### src/rtl/verin_ctrl.sv
// rtl/verin_ctrl.sv - closed-loop tiller actuator sequencer (optional soft start: VERIN_SOFT_START_EN)
module verin_ctrl #(
   parameter int ANGLE_W   = 12,
   parameter int PWM_W     = 16,
   parameter int HYST      = 4,
   parameter int DEADTIME  = 50,
   parameter int RAMP_STEP = 16
) (
   input  logic               clk,
   input  logic               raz_n,
   input  logic               enable,
   input  logic               cmd_valid,
   output logic               cmd_ready,
   input  logic [ANGLE_W-1:0] cmd_target,
   input  logic [ANGLE_W-1:0] angle_barre,
   input  logic [ANGLE_W-1:0] butee_g,
   input  logic [ANGLE_W-1:0] butee_d,
   input  logic [PWM_W-1:0]   freq,
   input  logic [PWM_W-1:0]   duty,
   output logic               pwm,
   output logic               sens,
   output logic               at_target,
   output logic               limit_hit,
   output logic               cfg_err,
   output logic [1:0]         state
);

   typedef enum logic [1:0] {
      IDLE      = 2'd0,
      DRIVE_INC = 2'd1,
      DRIVE_DEC = 2'd2,
      DEAD      = 2'd3
   } state_t;

`ifdef VERIN_SOFT_START_EN
   localparam bit SOFT_START = 1'b1;
`else
   localparam bit SOFT_START = 1'b0;
`endif

   localparam int DW = (DEADTIME > 1) ? $clog2(DEADTIME) : 1;
   localparam logic [DW-1:0]           DEAD_LAST = DW'(DEADTIME - 1);
   localparam logic signed [ANGLE_W:0] HYST_P    = (ANGLE_W + 1)'(HYST);
   localparam logic signed [ANGLE_W:0] HYST_N    = -HYST_P;

   state_t                  state_q, state_d;
   logic                    sens_q, sens_d;
   logic                    pend_inc_q, pend_inc_d;
   logic                    armed_q, armed_d;
   logic                    limit_q, limit_d;
   logic                    at_target_q, at_target_d;
   logic [ANGLE_W-1:0]      target_q, target_d;
   logic signed [ANGLE_W:0] err_q, err_d;
   logic [PWM_W-1:0]        cnt_q, cnt_d;
   logic [PWM_W-1:0]        freq_q, freq_d;
   logic [PWM_W-1:0]        duty_q, duty_d;
   logic [PWM_W-1:0]        deff_q, deff_d;
   logic [DW-1:0]           dead_q, dead_d;

   logic                    accept;
   logic                    drive_q, drive_d;
   logic                    wrap;
   logic                    want_inc, want_dec;
   logic [ANGLE_W-1:0]      clamped;
   logic [PWM_W:0]          ramp_sum;

   assign cfg_err   = (butee_g >= butee_d);
   assign cmd_ready = raz_n && !cfg_err && (state_q != DEAD);
   assign accept    = cmd_valid && cmd_ready;
   assign clamped   = (cmd_target < butee_g) ? butee_g :
                      (cmd_target > butee_d) ? butee_d : cmd_target;

   // regulation only starts once a target has been received; reset target 0 is not a request
   assign want_inc  = armed_q && (err_q > HYST_P);
   assign want_dec  = armed_q && (err_q < HYST_N);
   assign drive_q   = (state_q == DRIVE_INC) || (state_q == DRIVE_DEC);
   assign drive_d   = (state_d == DRIVE_INC) || (state_d == DRIVE_DEC);

   // err is built from the target being latched this cycle so a new command never sees a stale error
   assign err_d       = $signed({1'b0, target_d}) - $signed({1'b0, angle_barre});
   assign at_target_d = (state_d == IDLE) && armed_d && (err_d <= HYST_P) && (err_d >= HYST_N);

   // sequencer next state: direction choice, end stops, dead-time handling
   always_comb begin
      state_d    = state_q;
      sens_d     = sens_q;
      pend_inc_d = pend_inc_q;
      limit_d    = limit_q;
      target_d   = target_q;
      armed_d    = armed_q;
      dead_d     = '0;
      if (accept) begin
         target_d = clamped;
         armed_d  = 1'b1;
         limit_d  = 1'b0;
      end
      case (state_q)
         IDLE: begin
            if (want_inc) begin
               if (sens_q) begin
                  state_d = DRIVE_INC;
               end else begin
                  state_d    = DEAD;
                  pend_inc_d = 1'b1;
               end
            end else if (want_dec) begin
               if (!sens_q) begin
                  state_d = DRIVE_DEC;
               end else begin
                  state_d    = DEAD;
                  pend_inc_d = 1'b0;
               end
            end
         end
         DRIVE_INC: begin
            if (angle_barre >= butee_d) begin
               state_d = IDLE;
               limit_d = 1'b1;
            end else if (angle_barre >= target_q) begin
               state_d = IDLE;
            end else if (want_dec) begin
               state_d    = DEAD;
               pend_inc_d = 1'b0;
            end
         end
         DRIVE_DEC: begin
            if (angle_barre <= butee_g) begin
               state_d = IDLE;
               limit_d = 1'b1;
            end else if (angle_barre <= target_q) begin
               state_d = IDLE;
            end else if (want_inc) begin
               state_d    = DEAD;
               pend_inc_d = 1'b1;
            end
         end
         default: begin
            if (dead_q == DEAD_LAST) begin
               if (pend_inc_q ? want_inc : want_dec) begin
                  sens_d  = pend_inc_q;
                  state_d = pend_inc_q ? DRIVE_INC : DRIVE_DEC;
               end else begin
                  state_d = IDLE;
               end
            end else begin
               dead_d = dead_q + 1'b1;
            end
         end
      endcase
      if (!enable || cfg_err) begin
         state_d = IDLE;
         sens_d  = sens_q;
      end
   end

   // PWM period counter; freq/duty resampled at entry and at every wrap
   assign wrap     = (freq_q == '0) || (cnt_q == freq_q - 1'b1);
   assign ramp_sum = {1'b0, deff_q} + (PWM_W + 1)'(RAMP_STEP);

   always_comb begin
      cnt_d  = '0;
      freq_d = freq_q;
      duty_d = duty_q;
      deff_d = deff_q;
      if (drive_d && (state_d != state_q)) begin
         freq_d = freq;
         duty_d = duty;
         deff_d = SOFT_START ? '0 : duty;
      end else if (drive_q && drive_d) begin
         if (wrap) begin
            freq_d = freq;
            duty_d = duty;
            deff_d = (SOFT_START && (ramp_sum <= {1'b0, duty})) ? ramp_sum[PWM_W-1:0] : duty;
         end else begin
            cnt_d = cnt_q + 1'b1;
         end
      end
   end

   assign pwm       = !cfg_err && drive_q && (freq_q != '0) && (cnt_q < deff_q);
   assign sens      = sens_q;
   assign at_target = at_target_q;
   assign limit_hit = limit_q;
   assign state     = state_q;

   // state and datapath registers with synchronous active-low reset
   always_ff @(posedge clk) begin
      if (!raz_n) begin
         state_q     <= IDLE;
         sens_q      <= 1'b0;
         pend_inc_q  <= 1'b0;
         armed_q     <= 1'b0;
         limit_q     <= 1'b0;
         at_target_q <= 1'b0;
         target_q    <= '0;
         err_q       <= '0;
         cnt_q       <= '0;
         freq_q      <= '0;
         duty_q      <= '0;
         deff_q      <= '0;
         dead_q      <= '0;
      end else begin
         state_q     <= state_d;
         sens_q      <= sens_d;
         pend_inc_q  <= pend_inc_d;
         armed_q     <= armed_d;
         limit_q     <= limit_d;
         at_target_q <= at_target_d;
         target_q    <= target_d;
         err_q       <= err_d;
         cnt_q       <= cnt_d;
         freq_q      <= freq_d;
         duty_q      <= duty_d;
         deff_q      <= deff_d;
         dead_q      <= dead_d;
      end
   end

endmodule
### config.mk
export PLATFORM = sky130hd
export DESIGN_NAME = verin_ctrl
export DESIGN_NICKNAME = d
export VERILOG_FILES = /design/src/rtl/verin_ctrl.sv
export SDC_FILE = /design/constraint.sdc
export NUM_CORES = 1
export LEC_CHECK = 0
export CORE_ASPECT_RATIO = 1.5
export CORE_MARGIN = 3
export CORE_UTILIZATION = 54
export CTS_CLUSTER_DIAMETER = 60
export DETAILED_ROUTE_END_ITERATION = 8
export GPL_TIMING_DRIVEN = 1
export PLACE_DENSITY_LB_ADDON = 0.15
export SYNTH_ARGS = -nofsm -noshare
export SYNTH_HDL_FRONTEND = slang
export SYNTH_SLANG_ARGS = --single-unit
### constraint.sdc
create_clock -name clk -period 7.9 [get_ports clk]
set_clock_uncertainty 0.15 [all_clocks]
set_input_delay 1.185 -clock clk [delete_from_list [all_inputs] [get_ports clk]]
set_output_delay 1.185 -clock clk [all_outputs]
set_load 0.1 [all_outputs]
[After elaboration in Yosys (flattened, before gate mapping)]
Index checks and enable logic that the tools add are counted.
Storage, ports and cells
  bits in registers: 86
  bits of input ports: 84
  output and inout port bits: 8
  logic and storage cells: 122
Cells by class
  $add $sub $neg: 4
  order comparisons: 12
  equal/unequal tests: 17
  muxes and demuxes: 41
  bitwise gates (word level): 4
  reductions and logical operators: 32
Operator list (number)
  $mux 16: 6
  $ge 12x12->1: 3
  $mux 12: 3
  $mux 2: 13
  $le 12x12->1: 2
  $add 16x1->16 const B: 1
  $eq 16x16->1: 1
  $logic_not 16->1: 1
  $lt 16x16->1: 1
  $mux 1: 16
  $reduce_bool 16->1: 1
  $sub 16x1->16 const B: 1
  $ne 2x2->1 const B: 7
  $ge 13x3->1 const B: 1
  $gt 13x4->1 const B: 1
  $le 13x4->1 const B: 1
  $logic_and 1x1->1: 13
  $lt 13x3->1 const B: 1
  $sub 12x12->13: 1
  $gt 12x12->1: 1
  $lt 12x12->1: 1
  $reduce_and 10->1: 1
  $ne 3x3->1 const B: 3
  $add 6x1->6 const B: 1
  18 further kinds: 29

[Longest topological paths before layout]
Gate-level depths: netlist of run 1.
  word-level depth: 12
  gate-level depth with buffers: 23
  mapped depth without buffers: 22

[Worst setup path after synthesis of run 1]
OpenSTA, ideal clock, no wires.
  path kind: input-to-reg
  from: in butee_d[5]
  to: reg at_target_q, in the netlist at_target
  library setup time: 0.116 ns
  arrival time: 8.274 ns
  required time: 7.634 ns
  slack: -0.640 ns
  cell stages on the path: 22
  path buffers: 1
  path through: inv_1 ha_1 a21o_1 a211o_1 a221oi_1 nand2b_1 a21oi_1 nor3_1 nand2_1 clkbuf_1 nand2_1 o21ai_0 ha_1 nor2b_1 o21ai_0 a21boi_0 o31ai_1 a21oi_1 o311ai_0 nor2_1 and4_1 o211a_1
On the way
  word-level cells in the longest chain between the ends: 10
  elaborated cells on any way between the ends: 22
  classes of those cells: 1 x add/sub; 5 x order compare; 7 x mux; 9 x reduce/logical
RTL lines
  from (decl): RTL line 17  | input logic [ANGLE_W-1:0] butee_d,
  $ge 12x12->1 (*): RTL line 67  | assign cfg_err = (butee_g >= butee_d);
  via cfg_err: RTL line 24  | output logic cfg_err,
  $logic_not 1->1 (*): RTL line 68  | assign cmd_ready = raz_n && !cfg_err && (state_q != DEAD);
  $logic_and 1x1->1 (*) (2 in series): RTL line 68
  via cmd_ready: RTL line 13  | output logic cmd_ready,
  $logic_and 1x1->1 (*): RTL line 69  | assign accept = cmd_valid && cmd_ready;
  $mux 12 (*): RTL line 92  | if (accept) begin
  via target_d[2]: RTL line 52  | logic [ANGLE_W-1:0] target_q, target_d;
  $sub 12x12->13 (*): RTL line 80  | assign err_d = $signed({1'b0, target_d}) - $signed({1'b0, angle_barre});
  $le 13x4->1: RTL line 81  | assign at_target_d = (state_d == IDLE) && armed_d && (err_d <= HYST_P) && (err_d >= HYST_N);
  $logic_and 1x1->1: RTL line 81
  $logic_and 1x1->1 (*): RTL line 81
  to (signal assigned): RTL line 208  | at_target_q <= at_target_d;
  to (decl): RTL line 51  | logic at_target_q, at_target_d;
The timed path passes the listed nets; every way through them passes the cells marked *.
A chain may end at the register's enable or synchronous reset.

[Worst setup path after layout of run 1]
  from: in butee_d[2]
  to: reg at_target_q, in the netlist at_target
On the way
  word-level cells in the longest chain between the ends: 10
  elaborated cells on any way between the ends: 22
  classes of those cells: 1 x add/sub; 5 x order compare; 7 x mux; 9 x reduce/logical
RTL lines (RTL line)
  $ge 12x12->1: 67
  $logic_not 1->1: 68
  $logic_and 1x1->1 (2 in series): 68
  $logic_and 1x1->1: 69
  $mux 12: 92
  $sub 12x12->13: 80
  $le 13x4->1: 81
  $logic_and 1x1->1: 81
  $logic_and 1x1->1 (*): 81
Every way passes the cells marked *; elsewhere a longest branch is shown, timed or not.

==> impl_metrics.toml, run 1 <==
[timing]
max_slew_margin_pct = 31.6
slew_violations = 0
grt_setup_unrepaired = "false"
min_period_over_period_pct = 80.9
worstMarginPinSlew_ps = 1020
setup_viol = 0
final_hold_viol_count = 0
tns_ps = 0
period_needed_ps = 6390
clock.fmax_mhz = 156
whs_ps = 307

[critical_path]
arrival_ps = 6480
critPathMaxFanout = 7
crit_type = "in -> reg"
end_kind = "flip-flop"
worstPathRequired_ps = 7990
cp_slowest_cell = "clkdlybuf4s50_1"
crit_path_start = "butee_d[2]"
max_stage_delay_ps = 510
reg2reg_to = "at_target"
start_kind = "input port"
cp_cell_sequence = "clkdlybuf4s50_1 > inv_1 > ha_1 > a211oi_1 > o21ai_0 > a221oi_1 > nand2b_1 > a21oi_2 > nor3_2 > and2_1 > mux2i_1 > ha_1 > fa_1 > nor2b_1 > o21ai_0 > a21boi_0 > o31ai_1 > a21oi_1 > o311ai_0 > nor2_1 > and4_1 > o211a_1"
r2r_slack_ps = 3440
rr_startpoint = "state[0]"
reg2reg_depth = 15

[global_routing]
grt_pass1_vias = 6336
grt_pass1_wl_um = 29200
grt_overflow = 0
grt_max_degree = 88
antenna_found_initial = 0
grt_usage_pct = 24.4

[logic_synthesis]
synth-seq-area-share_pct = 23.7
ys_seq_elements = 86
synth_top_family_by_area = "simple AND/OR/NAND/NOR gates"
synthXorXnorAreaFrac_pct = 4.93
ys_warn_count = 0
ys_async_sr_fraction_pct = 0
ys_types = 72
synth-edff-count = 0
muxShareOfSynthArea_pct = 8.73
synthSimpleGateAreaFrac_pct = 20.9
synth_top_flop_cell = "dfxtp_1"
syn_area_um2 = 7280
avgSynthCellArea_um2 = 8.10
synth_fa_ha_area_share_pct = 18.7
synth_cells = 899
synth_compound_area_share_pct = 16.4
synthesis.nets = 1091

[clock_tree]
htree_levels = 3
post-cts-setup-buffers = 0
cts_resized = 0
cts_tree = "yes"
cts-hold-fix-buffers = 0
insertion_delay_ps = 350
clk_root_buffer_cell = "clkbuf_16"
clk_pin_slew_ps = 60
clock_path_buffers = 2
cts_inserted_buffers = 9
cts_sinks = 86

[floorplanning]
die_h_um = 148
start_util_pct = 55.6
row_count = 51
core-area_um2 = 13100
dieWidth_um = 101
io_pins = 92
die_area_um2 = 14900

[routing]
num_vias = 6480
ant_nets = 0
routed_wl_um = 18200
drcViolationCount = 0
wl_per_cell_um = 16.0
drt-initial-drc-count = 184
viasPerCell = 5.68
first_pass_iters = 4

[cells_and_area]
final_cell_mix = "112 x nand2_1, 107 x ha_1, 90 x clkdlybuf4s50_1"
n_fill_cell = 1143
mostFrequentLayoutCell = "nand2_1"
antenna_cells = 0
nNetsFinal = 1169
drive_above_1_share_pct = 5.09
syn_to_final_growth_pct = 17.3

[worst_hold_path]
min_to = "deff_q[4]"
worstHoldStart = "deff_q[4]"
hold_path.class = "reg -> reg"
whs_path_depth = 2

[placed_design]
portBuffers = 91
place_hpwl_um = 14800
gp_congestion = 0.885

[job]
cap_violations = 0

[power]
p_leak_nw = 3.55
power_density_nw_per_um2 = 152
max-vdd-ir-drop_mv = 0.0939

[status]
status = "complete, no violations"
how the worst max path moves through the flow:
stage	to	slack, ps	depth (start not counted)
global placement	at_target	1330	20
global route	at_target	940	22
detailed placement	at_target	1190	20
CTS	at_target	1540	22
floorplan	at_target	730	22
finish	at_target	1510	22
per-layer routing:
metal  up-vias  track usage [%]  wire length (um)  share of wire, %
li1       3329                -                 -                 -
met1      2994             24.1              6820                37
met2       117             48.6             10300                56
met3        40             3.75               584               3.2
met4         0             9.71               540               3.0
met5         -                0                 0                 0
report_power, final:
group          internal (mW)  leakage (nW)  switching, mW
Combinational          0.175          2.71          0.215
Clock                  0.247         0.143          0.183
Sequential             0.458         0.699         0.0158
worst max-delay path: cells and delay by family:
kind / cells / cell delay, ps
muxes: 1 / 270
adders and majority gates: 3 / 730
buffers and inverters: 2 / 600
AOI/OAI and AO/OA: 10 / 2540
and+or+nand+nor: 6 / 1140
sequential cells by signal (all words and copies together), names as in the netlist, 2 cells and up:
name      flops
target_q     12
err_q        13
freq_q       16
cnt_q        16
state         2
dead_q        6
deff_q       16
metrics by stage:
| step | setup WS (ps) | power (mW) | instances | cell area, um2 | util, % |
|---|---|---|---|---|---|
| floorplan | 731 | 0.749 | 899 | 7290 | - |
| global placement | 1330 | 0.868 | 1125 | 8240 | 63.0 |
| detailed placement | 1190 | 0.872 | 1125 | 8240 | 63.0 |
| CTS | 1540 | 1.30 | 1141 | 8540 | 65.3 |
| global route | 937 | 1.37 | 1141 | 8540 | 65.3 |
| finish | 1510 | 1.29 | 1141 | 8540 | 65.3 |
synth_stat cells (4+ instances only):
master | n | area share (%)
nand3_1 | 30 | 2.1
xnor2_1 | 24 | 2.9
a2111oi_0 | 4 | 0.48
xor2_1 | 17 | 2.0
mux2i_1 | 50 | 6.9
or2_2 | 5 | 0.43
o21ai_0 | 46 | 3.2
ha_1 | 107 | 18
and2_1 | 14 | 1.2
nand2_1 | 112 | 5.8
clkbuf_1 | 20 | 1.0
o21a_1 | 13 | 1.3
nor2_1 | 70 | 3.6
inv_1 | 81 | 4.2
and3_1 | 6 | 0.52
a21boi_0 | 5 | 0.52
nand4_1 | 20 | 1.7
a211oi_1 | 6 | 0.62
o211ai_1 | 7 | 0.72
dfxtp_1 | 86 | 24
mux2_2 | 12 | 1.9
nor3_1 | 17 | 1.2
a21o_1 | 20 | 2.1
nor2b_1 | 9 | 0.77
nand2b_1 | 6 | 0.52
a21oi_1 | 37 | 2.5
a211o_1 | 7 | 0.84
logic make-up (layout without fill, tap and decap cells):
logic type      after synthesis  after routing
simple gates                315            315
compound gates              178            178
buf+inv                     109            192
fa+ha+maj                   108            108
flops                        86             86
mux                          62             62
xor+xnor                     41             41
final cells by class:
| class | instances | area [um2] | share of cell area [%] |
|---|---|---|---|
| multi-input combinational | 704 | 5080 | 59.5 |
| clock inverter | 6 | 68.8 | 0.806 |
| timing repair buffer | 95 | 936 | 11.0 |
| sequential | 86 | 1720 | 20.2 |
| tap | 159 | 199 | 2.33 |
| clock buffer | 10 | 229 | 2.68 |
| inverter | 81 | 304 | 3.56 |
Power figures use the tool's default switching activity.
==> inputs of run 2 (changes only) <==
Clock period 7.9 ns to 5.9 ns, I/O delays scaled along.
==> run 2 against run 1 <==
  * Die area unchanged
  * Cell count grew 0.53%
  * Count of clock-buffer cells in the layout rose by 1
  * Utilization is 0.77 points higher
  * Critical path type unchanged
  * Largest power group unchanged
  * Highest routed layer unchanged
==> impl_metrics.toml, run 2 (synthesized netlist as in run 1, its figures left out) <==
[global_routing]
grt_usage_pct = 25.1
grt_overflow = 0
grt_max_degree = 88
grt_pass1_wl_um = 30200
grt_pass1_vias = 6445
antenna_found_initial = 0

[timing]
final_hold_viol_count = 0
min_period_over_period_pct = 93.4
clock.fmax_mhz = 182
period_needed_ps = 5510
setup_ws_ps = 391
tns_ps = 0
worstMarginPinSlew_ps = 970
grt_setup_unrepaired = "false"
max_slew_margin_pct = 35.1
setup_viol = 0
slew_violations = 0

[cells_and_area]
drive_above_1_share_pct = 6.88
nNetsFinal = 1175
top_regs = "cnt_q: 16 flops, deff_q: 16 flops, freq_q: 16 flops"
syn_to_final_growth_pct = 18.7
antenna_cells = 0
final_cell_mix = "111 x nand2_1, 107 x ha_1, 87 x clkdlybuf4s50_1"
multi_input_area_um2 = 5140
stdcell_area_um2 = 8640
regArea_um2 = 1720
n_fill_cell = 1136
mostFrequentLayoutCell = "nand2_1"

[power]
power_density_nw_per_um2 = 201
finalPower_mw = 1.74
max-vdd-ir-drop_mv = 0.143
p_leak_nw = 3.59

[critical_path]
path_buf_inv = 2
r2r_slack_ps = 1950
cp.depth = 22
cp_cell_sequence = "clkdlybuf4s50_1 > inv_1 > ha_1 > a21o_1 > a211o_1 > a221oi_2 > nand2b_4 > a21oi_4 > nor3_4 > and2_2 > mux2i_1 > ha_1 > fa_1 > nor2b_1 > o21ai_1 > a21boi_1 > o31ai_2 > a21boi_1 > a2111oi_1 > nor4b_2 > and4_1 > o211a_1"
critPathMaxFanout = 6
start_kind = "input port"
max_stage_delay_ps = 470
worstPathRequired_ps = 6040
crit_family = "compound AO/OA/AOI/OAI gates"
end_kind = "flip-flop"
reg2reg_depth = 15
crit_type = "in -> reg"
cp_slowest_cell = "clkdlybuf4s50_1"
arrival_ps = 5640

[clock_tree]
cts_inserted_buffers = 9
clk_root_buffer_cell = "clkbuf_16"
cts_sinks = 86
htree_levels = 3
post-cts-setup-buffers = 0
clk_pin_slew_ps = 70
clock_path_buffers = 2
cts-hold-fix-buffers = 0
insertion_delay_ps = 340
cts_tree = "yes"

[floorplanning]
die_h_um = 148
die_area_um2 = 14900
dieWidth_um = 101
row_count = 51
core-area_um2 = 13100
start_util_pct = 55.6
io_pins = 92

[routing]
first_pass_iters = 5
ant_nets = 0
viasPerCell = 5.71
drt-initial-drc-count = 275
routed_wl_um = 18300
wl_per_cell_um = 16.0
num_vias = 6547
drcViolationCount = 0

[status]
status = "complete, no violations"

[worst_hold_path]
hold_path.class = "reg -> reg"
whs_path_depth = 2

[placed_design]
place_hpwl_um = 14800
gp_congestion = 0.917
portBuffers = 91
dp_slack_ps = -29.1
postPlaceCellArea_um2 = 8350

[job]
cap_violations = 0
-- run 2: routing by layer --
layer  global-route usage [%]  vias up  routed length (um)
li1                         -     3354                   -
met1                     27.1     2998                7130
met2                     47.2      146                9860
met3                     3.14       49                 577
met4                     11.9        0                 764
met5                        0        -                   0
-- run 2: stage by stage --
step | cells | util [%] | hold WS (ps)
floorplan | 899 | - | 279
global placement | 1131 | 63.8 | 294
detailed placement | 1131 | 63.8 | 297
CTS | 1147 | 66.0 | 308
global route | 1147 | 66.0 | 328
finish | 1147 | 66.0 | 307
-- run 2: area by class of cell --
| cell class | count | area share, % |
|---|---|---|
| multi-input cells | 704 | 59.5 |
| flip-flops and latches | 86 | 19.9 |
| repair buffers | 101 | 11.4 |
| inverters | 81 | 3.52 |
| clock buffers | 11 | 2.81 |
| well taps | 159 | 2.30 |
| clock inverters | 5 | 0.507 |
-- run 2: path summary, 6_finish.rpt --
| check | startpoint | to |
|---|---|---|
| setup / recovery | butee_d[5] | at_target |
| hold / removal | deff_q[2] | deff_q[2] |
| setup reg to reg | state[0] | at_target |
| hold reg to reg | deff_q[2] | deff_q[2] |
-- run 2: worst register-to-register path, stage by stage, from the launching register on --
cell and delay (ps):
dfxtp_1 520, ha_1 460, nor3_4 100, and2_2 240, mux2i_1 130, ha_1 220, fa_1 420, nor2b_1 130
o21ai_1 80, a21boi_1 250, o31ai_2 150, a21boi_1 170, a2111oi_1 280, nor4b_2 250, and4_1 220, o211a_1 130
-- run 2: timing repair --
item                                   CTS  global route
gates resized for setup                  0             2
endpoints found under the hold margin    0             0
setup endpoints to repair                0             1
-- run 2: where the power goes --
| part | switching, mW | leakage, nW | internal, mW |
|---|---|---|---|
| logic | 0.303 | 2.76 | 0.248 |
| registers | 0.0220 | 0.699 | 0.613 |
| clock network | 0.247 | 0.134 | 0.302 |
==> inputs of run 3 (changes only) <==
Settings changed: CAP_MARGIN set to 40.
==> run 3 against run 2 <==
  * Critical path depth did not move
  * Largest cell class unchanged
  * Global-route usage increased by 0.46 points
  * Count of clock-buffer cells in the layout unchanged
==> impl_metrics.toml, run 3 (synthesized netlist as in run 1, its figures left out) <==
[critical_path]
cp_slowest_cell = "clkdlybuf4s50_1"
crit_family = "compound AO/OA/AOI/OAI gates"
crit_type = "in -> reg"
cp_cell_sequence = "clkdlybuf4s50_1 > inv_1 > ha_1 > a21o_1 > a211o_1 > a221oi_2 > nand2b_4 > a21oi_4 > nor3_4 > and2_2 > mux2i_1 > ha_1 > fa_1 > nor2b_1 > o21ai_1 > a21boi_2 > o31ai_4 > a21boi_1 > a2111oi_1 > nor4b_2 > and4_1 > o211a_1"
arrival_ps = 5650
end_kind = "flip-flop"
path_buf_inv = 2
critPathMaxFanout = 6
worstPathRequired_ps = 6050
start_kind = "input port"
cpMostUsedCell = "ha_1"
max_stage_delay_ps = 480

[routing]
viasPerCell = 5.66
num_vias = 6523
drcViolationCount = 0
routed_wl_um = 18400
ant_nets = 0
wl_per_cell_um = 16.0
first_pass_iters = 4
drt-initial-drc-count = 240

[power]
p_leak_nw = 3.63
finalPower_mw = 1.74
max-vdd-ir-drop_mv = 0.153
power_density_nw_per_um2 = 200

[global_routing]
grt_max_degree = 88
grt_overflow = 0
grt_usage_pct = 25.6
antenna_found_initial = 0
grt_pass1_vias = 6590
grt_pass1_wl_um = 30800

[job]
cap_violations = 0

[floorplanning]
die_h_um = 148
row_count = 51
dieWidth_um = 101
core-area_um2 = 13100
io_pins = 92
start_util_pct = 55.6
die_area_um2 = 14900

[timing]
min_period_over_period_pct = 93.2
period_needed_ps = 5500
final_hold_viol_count = 0
worstMarginPinSlew_ps = 849
max_slew_margin_pct = 43.4
setup_viol = 0
grt_setup_unrepaired = "false"
clock.fmax_mhz = 182
slew_violations = 0

[cells_and_area]
stdcell_area_um2 = 8720
syn_to_final_growth_pct = 19.9
layoutNonFillerInstCount = 1152
antenna_cells = 0
top_regs = "cnt_q: 16 flops, deff_q: 16 flops, freq_q: 16 flops"
final_cell_mix = "111 x nand2_1, 107 x ha_1, 87 x clkdlybuf4s50_1"
mostFrequentLayoutCell = "nand2_1"
nNetsFinal = 1180
drive_above_1_share_pct = 7.45
n_fill_cell = 1168

[clock_tree]
cts_resized = 0
cts_sinks = 86
post-cts-setup-buffers = 0
cts_tree = "yes"
cts-hold-fix-buffers = 0
clk_pin_slew_ps = 70
htree_levels = 3
cts_inserted_buffers = 9
clk_root_buffer_cell = "clkbuf_16"
insertion_delay_ps = 350
clock_path_buffers = 2

[placed_design]
dp.cells = 1136
place_hpwl_um = 14800
portBuffers = 91
gp_congestion = 0.917
postPlaceCellArea_um2 = 8420

[worst_hold_path]
hold_path.class = "reg -> reg"

[status]
status = "complete, no violations"
==> run 3: cell types whose count changed in the layout (fill, tap and decap cells not counted) <==
cell / previous run / this run
o31ai_2: 1 / 0
buf_8: 0 / 5
a21boi_1: 4 / 3
o31ai_4: 0 / 1
a21boi_2: 0 / 1
==> run 3: metrics by stage <==
| stage | hold WS (ps) | worst slack (ps) | TNS [ps] | util, % |
|---|---|---|---|---|
| after global placement | 294 | 124 | 0 | 63.8 |
| after global routing | 325 | 61.8 | 0 | 66.7 |
| after CTS | 310 | 295 | 0 | 66.6 |
| after floorplan | 279 | 2.87 | 0 | - |
| final | 305 | 401 | 0 | 66.7 |
| after detailed placement | 298 | -31.8 | -31.8 | 64.4 |
==> run 3: path summary, 6_finish.rpt <==
| check | startpoint | to | slack [ps] | cells after the start |
|---|---|---|---|---|
| max | butee_d[5] | at_target | 400 | 22 |
| min | deff_q[15] | deff_q[15] | 310 | 2 |
| max reg2reg | state[0] | at_target | 1930 | 15 |
| min reg2reg | deff_q[15] | deff_q[15] | 310 | 2 |
==> run 3: final cells by class <==
class                           instances  area [um2]  share of cell area (%)
Inverter                               81         304                    3.48
Timing Repair Buffer                  106        1060                    12.2
Clock inverter                          5        43.8                   0.502
Tap cell                              159         199                    2.28
Sequential cell                        86        1720                    19.7
Clock buffer                           11         243                    2.78
Multi-Input combinational cell        704        5150                    59.1
==> run 3: worst reg2reg max path, stage by stage, from the launching register on <==
cell       delay, ps
dfxtp_1          510
ha_1             480
nor3_4           100
and2_2           230
mux2i_1          130
ha_1             220
fa_1             420
nor2b_1          130
o21ai_1           90
a21boi_2         230
o31ai_4          120
a21boi_1         160
a2111oi_1        340
nor4b_2          260
and4_1           220
o211a_1          130
==> run 3: routing by layer <==
| layer | vias up | part of all wire, % | GRT usage (%) |
|---|---|---|---|
| met3 | 43 | 3.6 | 2.86 |
| met1 | 2988 | 38 | 27.4 |
| met4 | 0 | 4.1 | 11.8 |
| met5 | - | 0 | 0 |
| met2 | 140 | 54 | 48.6 |
| li1 | 3352 | - | - |
==> run 3: power by group <==
group / total (mW) / internal (mW) / switching (mW) / leakage, nW
combinational: 0.556 / 0.251 / 0.305 / 2.80
sequential: 0.636 / 0.613 / 0.0226 / 0.699
clock: 0.553 / 0.302 / 0.251 / 0.134
